===== src/rtl/pipeline_hazard_ctrl_pkg.sv =====
// Shared types for the hazard controller: state encoding, register index width
// and the bundle of pipeline-register control bits with its canned patterns.
package pipeline_hazard_ctrl_pkg;

  localparam int REG_W = 5;
  typedef logic [REG_W-1:0] reg_idx_t;

  localparam logic ST_RUN     = 1'b0;
  localparam logic ST_MD_BUSY = 1'b1;

  typedef enum logic {
    S_RUN     = ST_RUN,
    S_MD_BUSY = ST_MD_BUSY
  } state_e;

  typedef struct packed {
    logic pc_write;
    logic if_id_write;
    logic if_id_flush;
    logic id_ex_write;
    logic id_ex_flush;
    logic ex_mem_bubble;
  } ctrl_t;

  // Field order: pc_write, if_id_write, if_id_flush, id_ex_write, id_ex_flush, ex_mem_bubble
  localparam ctrl_t CTRL_RUN   = 6'b110100;
  localparam ctrl_t CTRL_FLUSH = 6'b111110;
  localparam ctrl_t CTRL_STALL = 6'b000110;
  localparam ctrl_t CTRL_HOLD  = 6'b000001;
  localparam ctrl_t CTRL_RESET = 6'b001011;

endpackage


===== src/rtl/pipeline_hazard_ctrl_if.sv =====
// Hazard-controller bus: ID/EX hazard sources in, pipeline-register controls out.
// The pipeline drives through the master modport; the controller uses slave.
interface pipeline_hazard_ctrl_if
  import pipeline_hazard_ctrl_pkg::*;
#(
  parameter int CNT_W = 32
);
  logic             MemRead_ex;
  reg_idx_t         rdAddr_ex;
  reg_idx_t         rs1Addr_id;
  reg_idx_t         rs2Addr_id;
  logic             rs1Used_id;
  logic             rs2Used_id;
  logic             BranchTaken_ex;
  logic             MulDivStart_ex;
  logic             MulDivDone;

  logic             PCWrite;
  logic             IF_ID_Write;
  logic             IF_ID_Flush;
  logic             ID_EX_Write;
  logic             ID_EX_Flush;
  logic             EX_MEM_Bubble;
  logic             md_timeout;
  logic [CNT_W-1:0] stall_cycles;

  modport master (
    output MemRead_ex, rdAddr_ex, rs1Addr_id, rs2Addr_id, rs1Used_id, rs2Used_id,
           BranchTaken_ex, MulDivStart_ex, MulDivDone,
    input  PCWrite, IF_ID_Write, IF_ID_Flush, ID_EX_Write, ID_EX_Flush,
           EX_MEM_Bubble, md_timeout, stall_cycles
  );

  modport slave (
    input  MemRead_ex, rdAddr_ex, rs1Addr_id, rs2Addr_id, rs1Used_id, rs2Used_id,
           BranchTaken_ex, MulDivStart_ex, MulDivDone,
    output PCWrite, IF_ID_Write, IF_ID_Flush, ID_EX_Write, ID_EX_Flush,
           EX_MEM_Bubble, md_timeout, stall_cycles
  );

endinterface


===== src/rtl/pipeline_hazard_ctrl_hazard_detect.sv =====
// Load-use detector: a load in EX whose destination is read by the ID instruction.
// x0 is hardwired, so a load targeting it never creates a dependency.
module hazard_detect
  import pipeline_hazard_ctrl_pkg::*;
(
  input  logic     mem_read_ex,
  input  reg_idx_t rd_addr_ex,
  input  reg_idx_t rs1_addr_id,
  input  reg_idx_t rs2_addr_id,
  input  logic     rs1_used_id,
  input  logic     rs2_used_id,
  output logic     load_use
);

  logic rs1_hit;
  logic rs2_hit;

  assign rs1_hit  = rs1_used_id && (rs1_addr_id == rd_addr_ex);
  assign rs2_hit  = rs2_used_id && (rs2_addr_id == rd_addr_ex);
  assign load_use = mem_read_ex && (rd_addr_ex != '0) && (rs1_hit || rs2_hit);

endmodule


===== src/rtl/pipeline_hazard_ctrl.sv =====
// ID-stage hazard controller: load-use stalls, taken-branch flushes and mul/div
// holds with timeout, plus a saturating count of PC-stalled cycles.
module pipeline_hazard_ctrl
  import pipeline_hazard_ctrl_pkg::*;
#(
  parameter int MD_TIMEOUT = 64,
  parameter int CNT_W      = 32
) (
  input  logic                   clk,
  input  logic                   Reset_n,
  pipeline_hazard_ctrl_if.slave  bus
);

  localparam int                  MD_CNT_W = $clog2(MD_TIMEOUT + 1);
  localparam logic [MD_CNT_W-1:0] MD_LIMIT = MD_CNT_W'(MD_TIMEOUT);

  state_e              state_q,      state_d;
  logic [MD_CNT_W-1:0] md_cnt_q,     md_cnt_d;
  logic                md_timeout_q, md_timeout_d;
  logic [CNT_W-1:0]    stall_q,      stall_d;

  ctrl_t ctrl;
  logic  load_use;

  hazard_detect u_hazard_detect (
    .mem_read_ex (bus.MemRead_ex),
    .rd_addr_ex  (bus.rdAddr_ex),
    .rs1_addr_id (bus.rs1Addr_id),
    .rs2_addr_id (bus.rs2Addr_id),
    .rs1_used_id (bus.rs1Used_id),
    .rs2_used_id (bus.rs2Used_id),
    .load_use    (load_use)
  );

  always_comb begin
    // NOTE: every signal written here gets a default first, so no path leaves
    // one unassigned and no latch is inferred.
    ctrl         = CTRL_RUN;
    state_d      = state_q;
    md_cnt_d     = md_cnt_q;
    md_timeout_d = md_timeout_q;

    unique case (state_q)
      S_RUN: begin
        if (bus.BranchTaken_ex) begin
          ctrl = CTRL_FLUSH;
        end else if (bus.MulDivStart_ex) begin
          // A unit that answers in the start cycle needs no hold at all.
          if (!bus.MulDivDone) begin
            ctrl     = CTRL_HOLD;
            md_cnt_d = MD_CNT_W'(1);
            state_d  = S_MD_BUSY;
          end
        end else if (load_use) begin
          ctrl = CTRL_STALL;
        end
      end

      S_MD_BUSY: begin
        if (bus.MulDivDone || (md_cnt_q >= MD_LIMIT)) begin
          // Release: EX result (or whatever is there on timeout) moves on.
          state_d  = S_RUN;
          md_cnt_d = '0;
          if (!bus.MulDivDone) md_timeout_d = 1'b1;
        end else begin
          ctrl     = CTRL_HOLD;
          md_cnt_d = md_cnt_q + 1'b1;
        end
      end

      default: state_d = S_RUN;
    endcase

    if (!Reset_n) ctrl = CTRL_RESET;
  end

  always_comb begin
    stall_d = stall_q;
    if (!ctrl.pc_write && (stall_q != '1)) stall_d = stall_q + 1'b1;
  end

  // NOTE: state is updated with non-blocking assignments so every flop samples
  // the pre-edge values; reset is synchronous and wins over the next-state logic.
  always_ff @(posedge clk) begin
    if (!Reset_n) begin
      state_q      <= S_RUN;
      md_cnt_q     <= '0;
      md_timeout_q <= 1'b0;
      stall_q      <= '0;
    end else begin
      state_q      <= state_d;
      md_cnt_q     <= md_cnt_d;
      md_timeout_q <= md_timeout_d;
      stall_q      <= stall_d;
    end
  end

  assign bus.PCWrite       = ctrl.pc_write;
  assign bus.IF_ID_Write   = ctrl.if_id_write;
  assign bus.IF_ID_Flush   = ctrl.if_id_flush;
  assign bus.ID_EX_Write   = ctrl.id_ex_write;
  assign bus.ID_EX_Flush   = ctrl.id_ex_flush;
  assign bus.EX_MEM_Bubble = ctrl.ex_mem_bubble;
  assign bus.md_timeout    = md_timeout_q;
  assign bus.stall_cycles  = stall_q;

endmodule

===== src/flat_wrapper.sv =====
// flat-port wrapper written by rule: the top's interface ports become plain ports
module pipeline_hazard_ctrl_flat import pipeline_hazard_ctrl_pkg::*;
#(
  parameter int MD_TIMEOUT = 64,
  parameter int CNT_W      = 32
)
  (clk, Reset_n, bus_MemRead_ex, bus_rdAddr_ex, bus_rs1Addr_id, bus_rs2Addr_id, bus_rs1Used_id, bus_rs2Used_id, bus_BranchTaken_ex, bus_MulDivStart_ex, bus_MulDivDone, bus_PCWrite, bus_IF_ID_Write, bus_IF_ID_Flush, bus_ID_EX_Write, bus_ID_EX_Flush, bus_EX_MEM_Bubble, bus_md_timeout, bus_stall_cycles);
  pipeline_hazard_ctrl_if #(.CNT_W(CNT_W)) bus_i ();
  input  logic clk;
  input  logic Reset_n;
  input wire logic [$bits(bus_i.MemRead_ex)-1:0] bus_MemRead_ex;
  input wire logic [$bits(bus_i.rdAddr_ex)-1:0] bus_rdAddr_ex;
  input wire logic [$bits(bus_i.rs1Addr_id)-1:0] bus_rs1Addr_id;
  input wire logic [$bits(bus_i.rs2Addr_id)-1:0] bus_rs2Addr_id;
  input wire logic [$bits(bus_i.rs1Used_id)-1:0] bus_rs1Used_id;
  input wire logic [$bits(bus_i.rs2Used_id)-1:0] bus_rs2Used_id;
  input wire logic [$bits(bus_i.BranchTaken_ex)-1:0] bus_BranchTaken_ex;
  input wire logic [$bits(bus_i.MulDivStart_ex)-1:0] bus_MulDivStart_ex;
  input wire logic [$bits(bus_i.MulDivDone)-1:0] bus_MulDivDone;
  output wire logic [$bits(bus_i.PCWrite)-1:0] bus_PCWrite;
  output wire logic [$bits(bus_i.IF_ID_Write)-1:0] bus_IF_ID_Write;
  output wire logic [$bits(bus_i.IF_ID_Flush)-1:0] bus_IF_ID_Flush;
  output wire logic [$bits(bus_i.ID_EX_Write)-1:0] bus_ID_EX_Write;
  output wire logic [$bits(bus_i.ID_EX_Flush)-1:0] bus_ID_EX_Flush;
  output wire logic [$bits(bus_i.EX_MEM_Bubble)-1:0] bus_EX_MEM_Bubble;
  output wire logic [$bits(bus_i.md_timeout)-1:0] bus_md_timeout;
  output wire logic [$bits(bus_i.stall_cycles)-1:0] bus_stall_cycles;
  assign bus_i.MemRead_ex = bus_MemRead_ex;
  assign bus_i.rdAddr_ex = bus_rdAddr_ex;
  assign bus_i.rs1Addr_id = bus_rs1Addr_id;
  assign bus_i.rs2Addr_id = bus_rs2Addr_id;
  assign bus_i.rs1Used_id = bus_rs1Used_id;
  assign bus_i.rs2Used_id = bus_rs2Used_id;
  assign bus_i.BranchTaken_ex = bus_BranchTaken_ex;
  assign bus_i.MulDivStart_ex = bus_MulDivStart_ex;
  assign bus_i.MulDivDone = bus_MulDivDone;
  assign bus_PCWrite = bus_i.PCWrite;
  assign bus_IF_ID_Write = bus_i.IF_ID_Write;
  assign bus_IF_ID_Flush = bus_i.IF_ID_Flush;
  assign bus_ID_EX_Write = bus_i.ID_EX_Write;
  assign bus_ID_EX_Flush = bus_i.ID_EX_Flush;
  assign bus_EX_MEM_Bubble = bus_i.EX_MEM_Bubble;
  assign bus_md_timeout = bus_i.md_timeout;
  assign bus_stall_cycles = bus_i.stall_cycles;
  pipeline_hazard_ctrl #(.MD_TIMEOUT(MD_TIMEOUT), .CNT_W(CNT_W)) u_core (.clk(clk), .Reset_n(Reset_n), .bus(bus_i));
endmodule

===== config.mk =====
export PLATFORM = sky130hd
export DESIGN_NAME = pipeline_hazard_ctrl_flat
export DESIGN_NICKNAME = d
export VERILOG_FILES = /design/src/rtl/pipeline_hazard_ctrl_pkg.sv /design/src/rtl/pipeline_hazard_ctrl_if.sv /design/src/rtl/pipeline_hazard_ctrl_hazard_detect.sv /design/src/rtl/pipeline_hazard_ctrl.sv /design/src/flat_wrapper.sv
export SDC_FILE = /design/constraint.sdc
export NUM_CORES = 1
export LEC_CHECK = 0
export BUFFER_PORTS_ARGS = -buffer_cell sky130_fd_sc_hd__buf_2
export CORE_MARGIN = 2
export CORE_UTILIZATION = 35
export DETAILED_ROUTE_END_ITERATION = 10
export GPL_TIMING_DRIVEN = 0
export RECOVER_POWER = 25
export SLEW_MARGIN = 15
export SYNTH_ARGS = -nofsm -noshare
export SYNTH_HDL_FRONTEND = slang
export SYNTH_SLANG_ARGS = --single-unit
export TNS_END_PERCENT = 5

===== constraint.sdc =====
create_clock -name clk -period 2.1 [get_ports clk]
set_input_delay 0.42 -clock clk [delete_from_list [all_inputs] [get_ports clk]]
set_output_delay 0.42 -clock clk [all_outputs]
set_load 0.05 [all_outputs]

==> impl_metrics.tcl, run 1 <==
set metrics [dict create \
    finalSetupViolations 16 \
    leakage_uw 0.00117 \
    pre_cts_slack_ns -0.439 \
    drv_slew 0 \
    critPathSlowestCell "or4_4" \
    cts-root-buf "clkbuf_8" \
    viasPerCell 5.60 \
    outcome "finished, violations left" \
    p_int_uw 1280 \
    worst_clock_skew_ns 0.00882 \
    fin_cells 429 \
    tritoncts "yes" \
    finalCritPeriodShare_pct 106 \
    drive_above_1_share_pct 39.0 \
    grt_pass1_wl_mm 10.7 \
    slowest_delay_ns 0.52 \
    p_per_area_mw_per_mm2 562 \
    synth_top_family_by_area "simple AND/OR/NAND/NOR gates" \
    std_cell_rows 28 \
    synth_edf_count 0 \
    cp-end-kind "output port" \
    fp.dieArea_mm2 0.00693 \
    dpl-instance-area_mm2 0.00267 \
    pwr-share-comb_pct 15.8 \
    drt_iter0_markers 103 \
    synth_xor_area_share_pct 4.38 \
    cap_viol_max_count 0 \
    pin_count 62 \
    first_pass_iters 4 \
    wl_per_cell_um 15.1 \
    multi_input_area_mm2 0.00147 \
    coreArea_mm2 0.00599 \
    cts.clk_slew.worst_paths_ns 0.08 \
    ys_ff_latch 41 \
    fillCellCount 571 \
    io_buffers 61 \
    critical_path_class "in2out" \
    yosysSeqAreaShare_pct 37.4 \
    whs_path_depth 2 \
    switching_share_pct 26.4 \
    ir_worst_vdd_mv 0.305 \
    cp_data_arrival_time_ns 1.81 \
    antenna_found_initial 0 \
    reg2reg_depth 9 \
    dr_total_vias 2403 \
    post-route-drc-count 0 \
    max_freq_ghz 0.449 \
    min_period_ns 2.23 \
    slew-limit-headroom_pct 60.6 \
    muxShareOfSynthArea_pct 1.37 \
    ys_types 42 \
    syn_area_mm2 0.00220 \
    grt-ovfl-total 0 \
    required_ns 1.68 \
    synth_area_per_cell_um2 7.93 \
    die_height_um 83.2 \
    final_net_count 378 \
    wl_mm 6.46 \
    syn-num-nets 302 \
    netlist_instances 277 \
    power_frac_seq_pct 45.4 \
    synth_fa_ha_area_share_pct 1.14 \
    initial_core_util_pct 36.7 \
    seq_area_um2 846 \
    die_w_um 83.2 \
    numCtsBuffers 5 \
    clkPwrFrac_pct 38.8 \
    hpwl_mm 4.45 \
    synth_simple_gate_area_share_pct 31.8 \
    critPathLaunchType "primary input" \
    ant_nets 0 \
    synth_compound_area_share_pct 19.8 \
    violations "setup timing" \
    cp_max_fo 3 \
    crit_chain "buf_8 -> or4_4 -> o211ai_1 -> nand2b_4 -> nor2_4 -> nor2_4 -> buf_6 -> buf_8" \
    cts_sinks 41 \
    grt_setup_unrepaired "yes" \
    synth_ff_type "dfxtp_1" \
    clock_path_buffers 2 \
    grt_max_degree 13 \
    worstSkewPairLatency_ns 0.30 \
    place.gp.congestion 0.794 \
    hold_class "reg2reg" \
    grt_use_total_pct 18.6 \
    tightest_slew_ns 0.591 \
    tns_ns -0.644 \
    postSynth.asyncResetShare_pct 0 \
    ys_warn_count 0 \
    final_cell_area_mm2 0.00310 \
    whs_ns 0.481 \
    fin_ws_ns -0.126 \
    htree_num_levels 2 \
    finalHoldViolations 0 \
    num_antenna_cells 0 \
    syn2layout_area_growth_pct 41.0 \
    grt_pass1_vias 2144 \
    switchingPower_uw 459 \
    dp_cells 413 \
]
-- final cells by class --
cell class,count,area share [%]
clock inverters,1,0.969
multi-input cells,215,47.6
clock buffers,7,2.79
repair buffers,71,13.7
plain buffers,13,3.68
flip-flops and latches,41,27.3
inverters,6,0.969
well taps,75,3.03
-- registers in the layout, indices dropped and copies added, names as in the netlist --
signal	cells
u_core.bus.stall_cycles	32
u_core.md_cnt_q	7
u_core.bus.md_timeout	1
u_core.state_q	1
-- per-stage QoR --
stage / total power, uW / utilization [%]
2_1_floorplan: 958 / -
3_3_place_gp: 1030 / 44.5
3_5_place_dp: 1030 / 44.5
4_1_cts: 1730 / 49.4
5_1_grt: 1810 / 51.7
6_report: 1740 / 51.7
-- path summary, 6_finish.rpt --
kind	startpoint	to	slack, ns
hold reg to reg	u_core.bus.md_timeout	u_core.bus.md_timeout	0.48
setup / recovery	bus_rdAddr_ex[4]	bus_PCWrite	-0.13
setup reg to reg	u_core.state_q	u_core.bus.stall_cycles[12]	-0.08
hold / removal	u_core.bus.md_timeout	u_core.bus.md_timeout	0.48
-- power groups by stage --
stage          clock [uW]  sequential (uW)  combinational, uW
5_1_grt               720              793                296
6_report              676              791                275
4_1_cts               689              792                254
2_1_floorplan           0              827                131
3_3_place_gp            0              811                217
3_5_place_dp            0              811                218
-- cells by family (layout without fill, tap and decap cells) --
group,after synthesis,count (layout)
and+or+nand+nor,122,122
AOI/OAI and AO/OA,77,77
DFF,41,41
buffers and inverters,21,98
xor gates and xnor gates,11,11
muxes,3,3
adders and majority gates,2,2
-- cell usage in the layout (no fill, tap or decap), drive strengths merged, types with 2 or more instances in the layout --
cell    netlist  routed
o21ai        28      28
nand2b        5       5
o22ai         2       2
mux2i         3       3
nand3b        2       2
ha            2       2
o31ai         6       6
and2          4       4
clkbuf       10      17
nand4        19      19
nor3          3       3
o211ai        2       2
o21a          2       2
a21oi        32      32
inv           5       5
nand3        10      10
a31oi         2       2
and4          3       3
xnor2        10      10
nor4          3       3
or4           6       6
buf           5      74
dfxtp        41      41
nand2        12      12
or3          26      26
or2           2       2
and3          6       6
nor2         18      18
-- routing by layer --
| layer | wire length [um] | up-vias | track usage [%] |
|---|---|---|---|
| met2 | 3110 | 73 | 29.9 |
| met1 | 2830 | 1133 | 25.2 |
| met5 | 0 | - | 0 |
| met4 | 94 | 0 | 6.11 |
| li1 | - | 1187 | - |
| met3 | 432 | 10 | 3.38 |
-- cells in the mapped netlist, types with 4 or more instances --
cell / n / area [um^2]
nand2_1: 12 / 45.0
clkbuf_1: 10 / 37.5
xnor2_1: 10 / 87.6
o31ai_1: 6 / 45.0
o21ai_0: 27 / 135
or4_1: 6 / 45.0
dfxtp_1: 41 / 821
and2_1: 4 / 25.0
nand3_1: 10 / 50.1
or3_1: 26 / 163
nand2b_1: 5 / 31.3
nand4_1: 19 / 119
and3_1: 6 / 37.5
a21oi_1: 32 / 160
nor2_1: 18 / 67.6
inv_1: 4 / 15.0
-- critical path, delay by kind of cell --
| kind | cells | cell delay, ns |
|---|---|---|
| simple gates | 4 | 0.85 |
| compound gates | 1 | 0.21 |
| buf+inv | 3 | 0.33 |
-- repair_timing --
action	CTS	global route
resized for setup	40	34
cloned	1	0
hold buffers	0	0
setup buffers	5	4
endpoints found under the setup margin	36	37
pin swaps	23	9
Power figures use the tool's default switching activity.
==> run 2: changes to the inputs <==
--- a/config.mk
+++ b/config.mk
@@ -7,7 +7,7 @@
 export LEC_CHECK = 0
 export BUFFER_PORTS_ARGS = -buffer_cell sky130_fd_sc_hd__buf_2
 export CORE_MARGIN = 2
-export CORE_UTILIZATION = 35
+export CORE_UTILIZATION = 30
 export DETAILED_ROUTE_END_ITERATION = 10
 export GPL_TIMING_DRIVEN = 0
 export RECOVER_POWER = 25
@@ -15,4 +15,4 @@
 export SYNTH_ARGS = -nofsm -noshare
 export SYNTH_HDL_FRONTEND = slang
 export SYNTH_SLANG_ARGS = --single-unit
-export TNS_END_PERCENT = 5
+export TNS_END_PERCENT = 20
==> constraint.sdc (replaced) <==
create_clock -name clk -period 2.1 [get_ports clk]
set_input_delay 0.315 -clock clk [delete_from_list [all_inputs] [get_ports clk]]
set_output_delay 0.315 -clock clk [all_outputs]
set_load 0.05 [all_outputs]
==> run 2 against run 1 <==
Net effect: the flow still finishes with violations (setup timing); sequential power about the same; critical path type is now reg2reg; sequential cell count unchanged; routed wire length decreased by 1.9%; largest power group unchanged; sequential share of layout area increased by 0.84 points; setup slack improved by 0.094 ns.
==> impl_metrics.tcl, run 2 (synthesis gave the netlist of run 1 again) <==
set metrics [dict create \
    cp_data_arrival_time_ns 2.36 \
    antenna_found_initial 0 \
    tightest_slew_ns 0.512 \
    clock_path_buffers 2 \
    tritoncts "yes" \
    ir_worst_vdd_mv 0.408 \
    fp.dieArea_mm2 0.00802 \
    grt_pass1_wl_mm 10.1 \
    fin_ws_ns -0.0324 \
    first_pass_iters 4 \
    required_ns 2.33 \
    post-route-drc-count 0 \
    dpl-instance-area_mm2 0.00272 \
    grt_use_total_pct 16.0 \
    drt_iter0_markers 126 \
    grt-ovfl-total 0 \
    hpwl_mm 4.51 \
    dp_cells 437 \
    cts-root-buf "clkbuf_8" \
    fin_cells 454 \
    violations "setup timing" \
    htree_num_levels 2 \
    wl_mm 6.34 \
    die_w_um 89.6 \
    cp_max_fo 6 \
    outcome "finished, violations left" \
    die_height_um 89.6 \
    leakage_uw 0.00116 \
    critical_path_class "reg2reg" \
    numCtsBuffers 5 \
    viasPerCell 5.20 \
    max_freq_ghz 0.469 \
    cts_sinks 41 \
    dr_total_vias 2363 \
    std_cell_rows 31 \
    hold_class "in2reg" \
    final_cell_area_mm2 0.00305 \
    reg2reg_depth 9 \
    initial_core_util_pct 30.6 \
    drive_above_1_share_pct 37.5 \
    ant_nets 0 \
    grt_max_degree 13 \
    final_cell_mix "61 x buf_2, 32 x a21oi_1, 25 x or3_1" \
    finalHoldViolations 0 \
    pre_cts_slack_ns -0.275 \
    slew-limit-headroom_pct 65.8 \
    critPathLaunchType "flop" \
    finalCritPeriodShare_pct 102 \
    drv_slew 0 \
    largest_reg_flops 32 \
    finalSetupViolations 2 \
    whs_path_depth 4 \
    cp-end-kind "flop" \
    final_net_count 380 \
    grt_setup_unrepaired "yes" \
    cap_viol_max_count 0 \
    coreArea_mm2 0.00718 \
    min_period_ns 2.13 \
    syn2layout_area_growth_pct 38.6 \
    num_antenna_cells 0 \
    pin_count 62 \
    final_common_cell "buf_2" \
    p_per_area_mw_per_mm2 536 \
    grt_pass1_vias 2131 \
    worstSkewPairLatency_ns 0.30 \
    io_buffers 61 \
    worst_clock_skew_ns 0.00941 \
    wl_per_cell_um 14.0 \
    place.gp.congestion 0.847 \
    fillCellCount 753 \
    cts.clk_slew.worst_paths_ns 0.09 \
    tns_ns -0.0344 \
]
run 2: cell types whose count changed in the layout (fill, tap and decap cells not counted), sizes merged:
cell,previous run,this run
clkinv,1,2
clkbuf,17,12
bufinv,1,0
buf,74,80
run 2: path summary, 6_finish.rpt:
kind | from | to | slack, ns
setup / recovery | u_core.state_q | u_core.bus.stall_cycles[21] | -0.03
hold / removal | bus_MulDivDone | u_core.bus.md_timeout | 0.41
setup reg to reg | u_core.state_q | u_core.bus.stall_cycles[21] | -0.03
hold reg to reg | u_core.bus.stall_cycles[23] | u_core.bus.stall_cycles[23] | 0.49
run 2: per-layer routing:
layer | part of all wire, % | GRT usage [%]
met1 | 47 | 22.0
met2 | 46 | 25.4
met3 | 5.9 | 3.47
met4 | 1.0 | 4.21
met5 | 0 | 0
run 2: power breakdown:
part / internal [uW] / leakage (uW) / switching (uW)
clock network: 298 / 0.0000522 / 285
logic: 99.5 / 0.000765 / 160
registers: 782 / 0.000342 / 7.69
total: 1180 / 0.00116 / 452
run 2: layout make-up:
type	count	area [um^2]	share of cell area (%)
Clock inverter	1	5.00	0.164
Sequential cell	41	857	28.1
Clock buffer	6	93.8	3.08
Inverter	6	30.0	0.986
Buffer	12	83.8	2.75
Timing Repair Buffer	74	417	13.7
Multi-Input combinational cell	215	1440	47.1
Tap cell	99	124	4.07
run 2: worst max-delay path: stages, from the launching register on:
cell and delay, ns:
dfxtp_4 0.35, or3b_4 0.39, o31ai_4 0.08, or2b_4 0.21
inv_8 0.04, o21ai_4 0.06, o211ai_4 0.14, buf_6 0.17
or4_1 0.49, a21oi_1 0.14
run 2: through the flow:
| step | util, % | total power, uW | hold slack [ns] |
|---|---|---|---|
| floorplan | - | 963 | 0.456 |
| global placement | 37.9 | 1030 | 0.456 |
| detailed placement | 37.9 | 1040 | 0.467 |
| CTS | 40.8 | 1630 | 0.379 |
| global route | 42.4 | 1710 | 0.435 |
| finish | 42.4 | 1630 | 0.409 |
run 2: what timing repair did:
item / CTS / global route
resized for setup: 16 / 19
cloned: 1 / 0
buffers inserted: 4 / 8
setup endpoints to repair: 33 / 35
pin swaps: 4 / 8
hold buffers: 0 / 0
==> run 3: changes to the inputs <==
--- a/config.mk
+++ b/config.mk
@@ -6,7 +6,7 @@
 export NUM_CORES = 1
 export LEC_CHECK = 0
 export BUFFER_PORTS_ARGS = -buffer_cell sky130_fd_sc_hd__buf_2
-export CORE_MARGIN = 2
+export CORE_MARGIN = 10
 export CORE_UTILIZATION = 30
 export DETAILED_ROUTE_END_ITERATION = 10
 export GPL_TIMING_DRIVEN = 0
==> run 3 against run 2 <==
Net effect: the flow still finishes with violations (setup timing); sequential cell count unchanged; clock skew about the same; routed wire length increased by 7.3%; critical path depth unchanged; sequential power about the same; sequential share of layout area decreased by 0.058 points; total power decreased by 0.63%.
==> impl_metrics.tcl, run 3 (synthesis gave the netlist of run 1 again) <==
set metrics [dict create \
    outcome "finished, violations left" \
    violations "setup timing" \
    leakage_uw 0.00115 \
    min_period_ns 2.11 \
    power_frac_seq_pct 48.7 \
    drt_iter0_markers 108 \
    max_freq_ghz 0.474 \
    wl_per_cell_um 15.0 \
    place.gp.congestion 0.835 \
    seq_area_um2 857 \
    cp_data_arrival_time_ns 2.34 \
    tritoncts "yes" \
    critPathLaunchType "flop" \
    ctsHoldBuffers 0 \
    worst_clock_skew_ns 0.00934 \
    ant_nets 0 \
    htree_num_levels 2 \
    fp.dieArea_mm2 0.0111 \
    finalSetupViolations 1 \
    grt_use_total_pct 11.9 \
    final_common_cell "buf_2" \
    final_cell_mix "58 x buf_2, 31 x a21oi_1, 25 x or3_1" \
    first_pass_iters 6 \
    switching_share_pct 27.1 \
    slew-limit-headroom_pct 66.0 \
    cp_max_fo 6 \
    fin_ws_ns -0.0110 \
    post-route-drc-count 0 \
    fillCellCount 755 \
    syn2layout_area_growth_pct 38.9 \
    grt_pass1_wl_mm 11.3 \
    num_antenna_cells 0 \
    ff2ff_setup_slack_ns -0.01 \
    std_cell_rows 31 \
    grt_setup_unrepaired "yes" \
    fin_cells 453 \
    wl_mm 6.81 \
    hold_class "in2reg" \
    critical_path_class "reg2reg" \
    whs_path_depth 4 \
    dp_cells 437 \
    rr_endpoint "u_core.bus.stall_cycles[21]" \
    hpwl_mm 4.99 \
    worstSkewPairLatency_ns 0.30 \
    largest_reg_flops 32 \
    hold_end "u_core.bus.md_timeout" \
    dr_total_vias 2359 \
    multi_input_area_mm2 0.00142 \
    die_height_um 106 \
    drv_slew 0 \
    p_per_area_mw_per_mm2 532 \
    drive_above_1_share_pct 38.1 \
    cts.clk_slew.worst_paths_ns 0.08 \
    grt_max_degree 13 \
    pwr-share-comb_pct 16.1 \
    die_w_um 106 \
    grt-ovfl-total 0 \
    initial_core_util_pct 30.6 \
    p_total_uw 1620 \
    coreArea_mm2 0.00718 \
    clkPwrFrac_pct 35.2 \
    tns_ns -0.0110 \
    switchingPower_uw 440 \
    final_net_count 379 \
    viasPerCell 5.21 \
    antenna_found_initial 0 \
    cts-root-buf "clkbuf_8" \
    cts_sinks 41 \
    ir_worst_vdd_mv 0.288 \
    finalCritPeriodShare_pct 101 \
    p_int_uw 1180 \
    r2r-start "u_core.state_q" \
    worstHoldStart "bus_MulDivDone" \
    clock_path_buffers 2 \
    io_buffers 61 \
    numCtsBuffers 5 \
    pin_count 62 \
    reg2reg_depth 9 \
    finalHoldViolations 0 \
    tightest_slew_ns 0.509 \
    grt_pass1_vias 2330 \
    cap_viol_max_count 0 \
    cp-end-kind "flop" \
    required_ns 2.33 \
]
run 3: cell count changes in the layout (fill, tap and decap cells not counted), sizes merged:
cell and delta:
clkbuf +3, buf -4
run 3: power groups by stage:
stage / sequential [uW] / clock, uW / combinational, uW
floorplan: 826 / 0 / 136
global placement: 810 / 0 / 225
detailed placement: 811 / 0 / 226
CTS: 790 / 583 / 247
global route: 792 / 628 / 283
finish: 790 / 571 / 261
run 3: cell type report:
type	count	area share, %
Clock buffer	6	3.08
Tap cell	99	4.06
Inverter	6	0.984
Clock inverter	1	0.164
Sequential cell	41	28.1
Timing Repair Buffer	73	13.7
Multi-Input combinational cell	215	46.7
Buffer	12	3.28
run 3: layer usage:
layer,GRT usage [%],vias up,wire length [um]
li1,-,1192,-
met1,14.7,1092,2990
met2,18.8,70,3210
met3,4.81,5,579
met4,3.09,0,21
met5,0,-,0
run 3: how the worst max path moves through the flow:
stage	startpoint	slack, ns	end
floorplan	bus_rdAddr_ex[1]	-0.20	bus_PCWrite
global placement	bus_MulDivDone	-0.25	u_core.bus.stall_cycles[19]
detailed placement	bus_MulDivDone	-0.28	u_core.bus.stall_cycles[21]
CTS	bus_rdAddr_ex[1]	-0.09	bus_PCWrite
global route	u_core.bus.stall_cycles[4]	-0.08	u_core.bus.stall_cycles[29]
finish	u_core.state_q	-0.01	u_core.bus.stall_cycles[21]
run 3: repair_timing:
item | 4_1_cts | 5_1_grt
setup endpoints to repair | 33 | 33
cloned | 1 | 0
resized for setup | 18 | 24
setup buffers | 4 | 7
pin swaps | 5 | 11
run 3: metrics by stage:
stage | worst slack (ns) | util [%] | instance area [um^2] | hold WS, ns
4_1_cts | -0.0889 | 40.7 | 2920 | 0.389
6_report | -0.0110 | 42.5 | 3050 | 0.388
3_5_place_dp | -0.279 | 37.9 | 2720 | 0.461
2_1_floorplan | -0.200 | - | 2290 | 0.456
3_3_place_gp | -0.253 | 37.9 | 2720 | 0.455
5_1_grt | -0.0814 | 42.5 | 3050 | 0.407
run 3: critical path, cell delays in order (launching register included):
cell      delay [ns]
dfxtp_4         0.35
or3b_4          0.40
o31ai_4         0.07
or2b_4          0.21
inv_8           0.04
o21ai_4         0.06
o211ai_4        0.15
buf_6           0.17
or4_1           0.46
a21oi_1         0.13
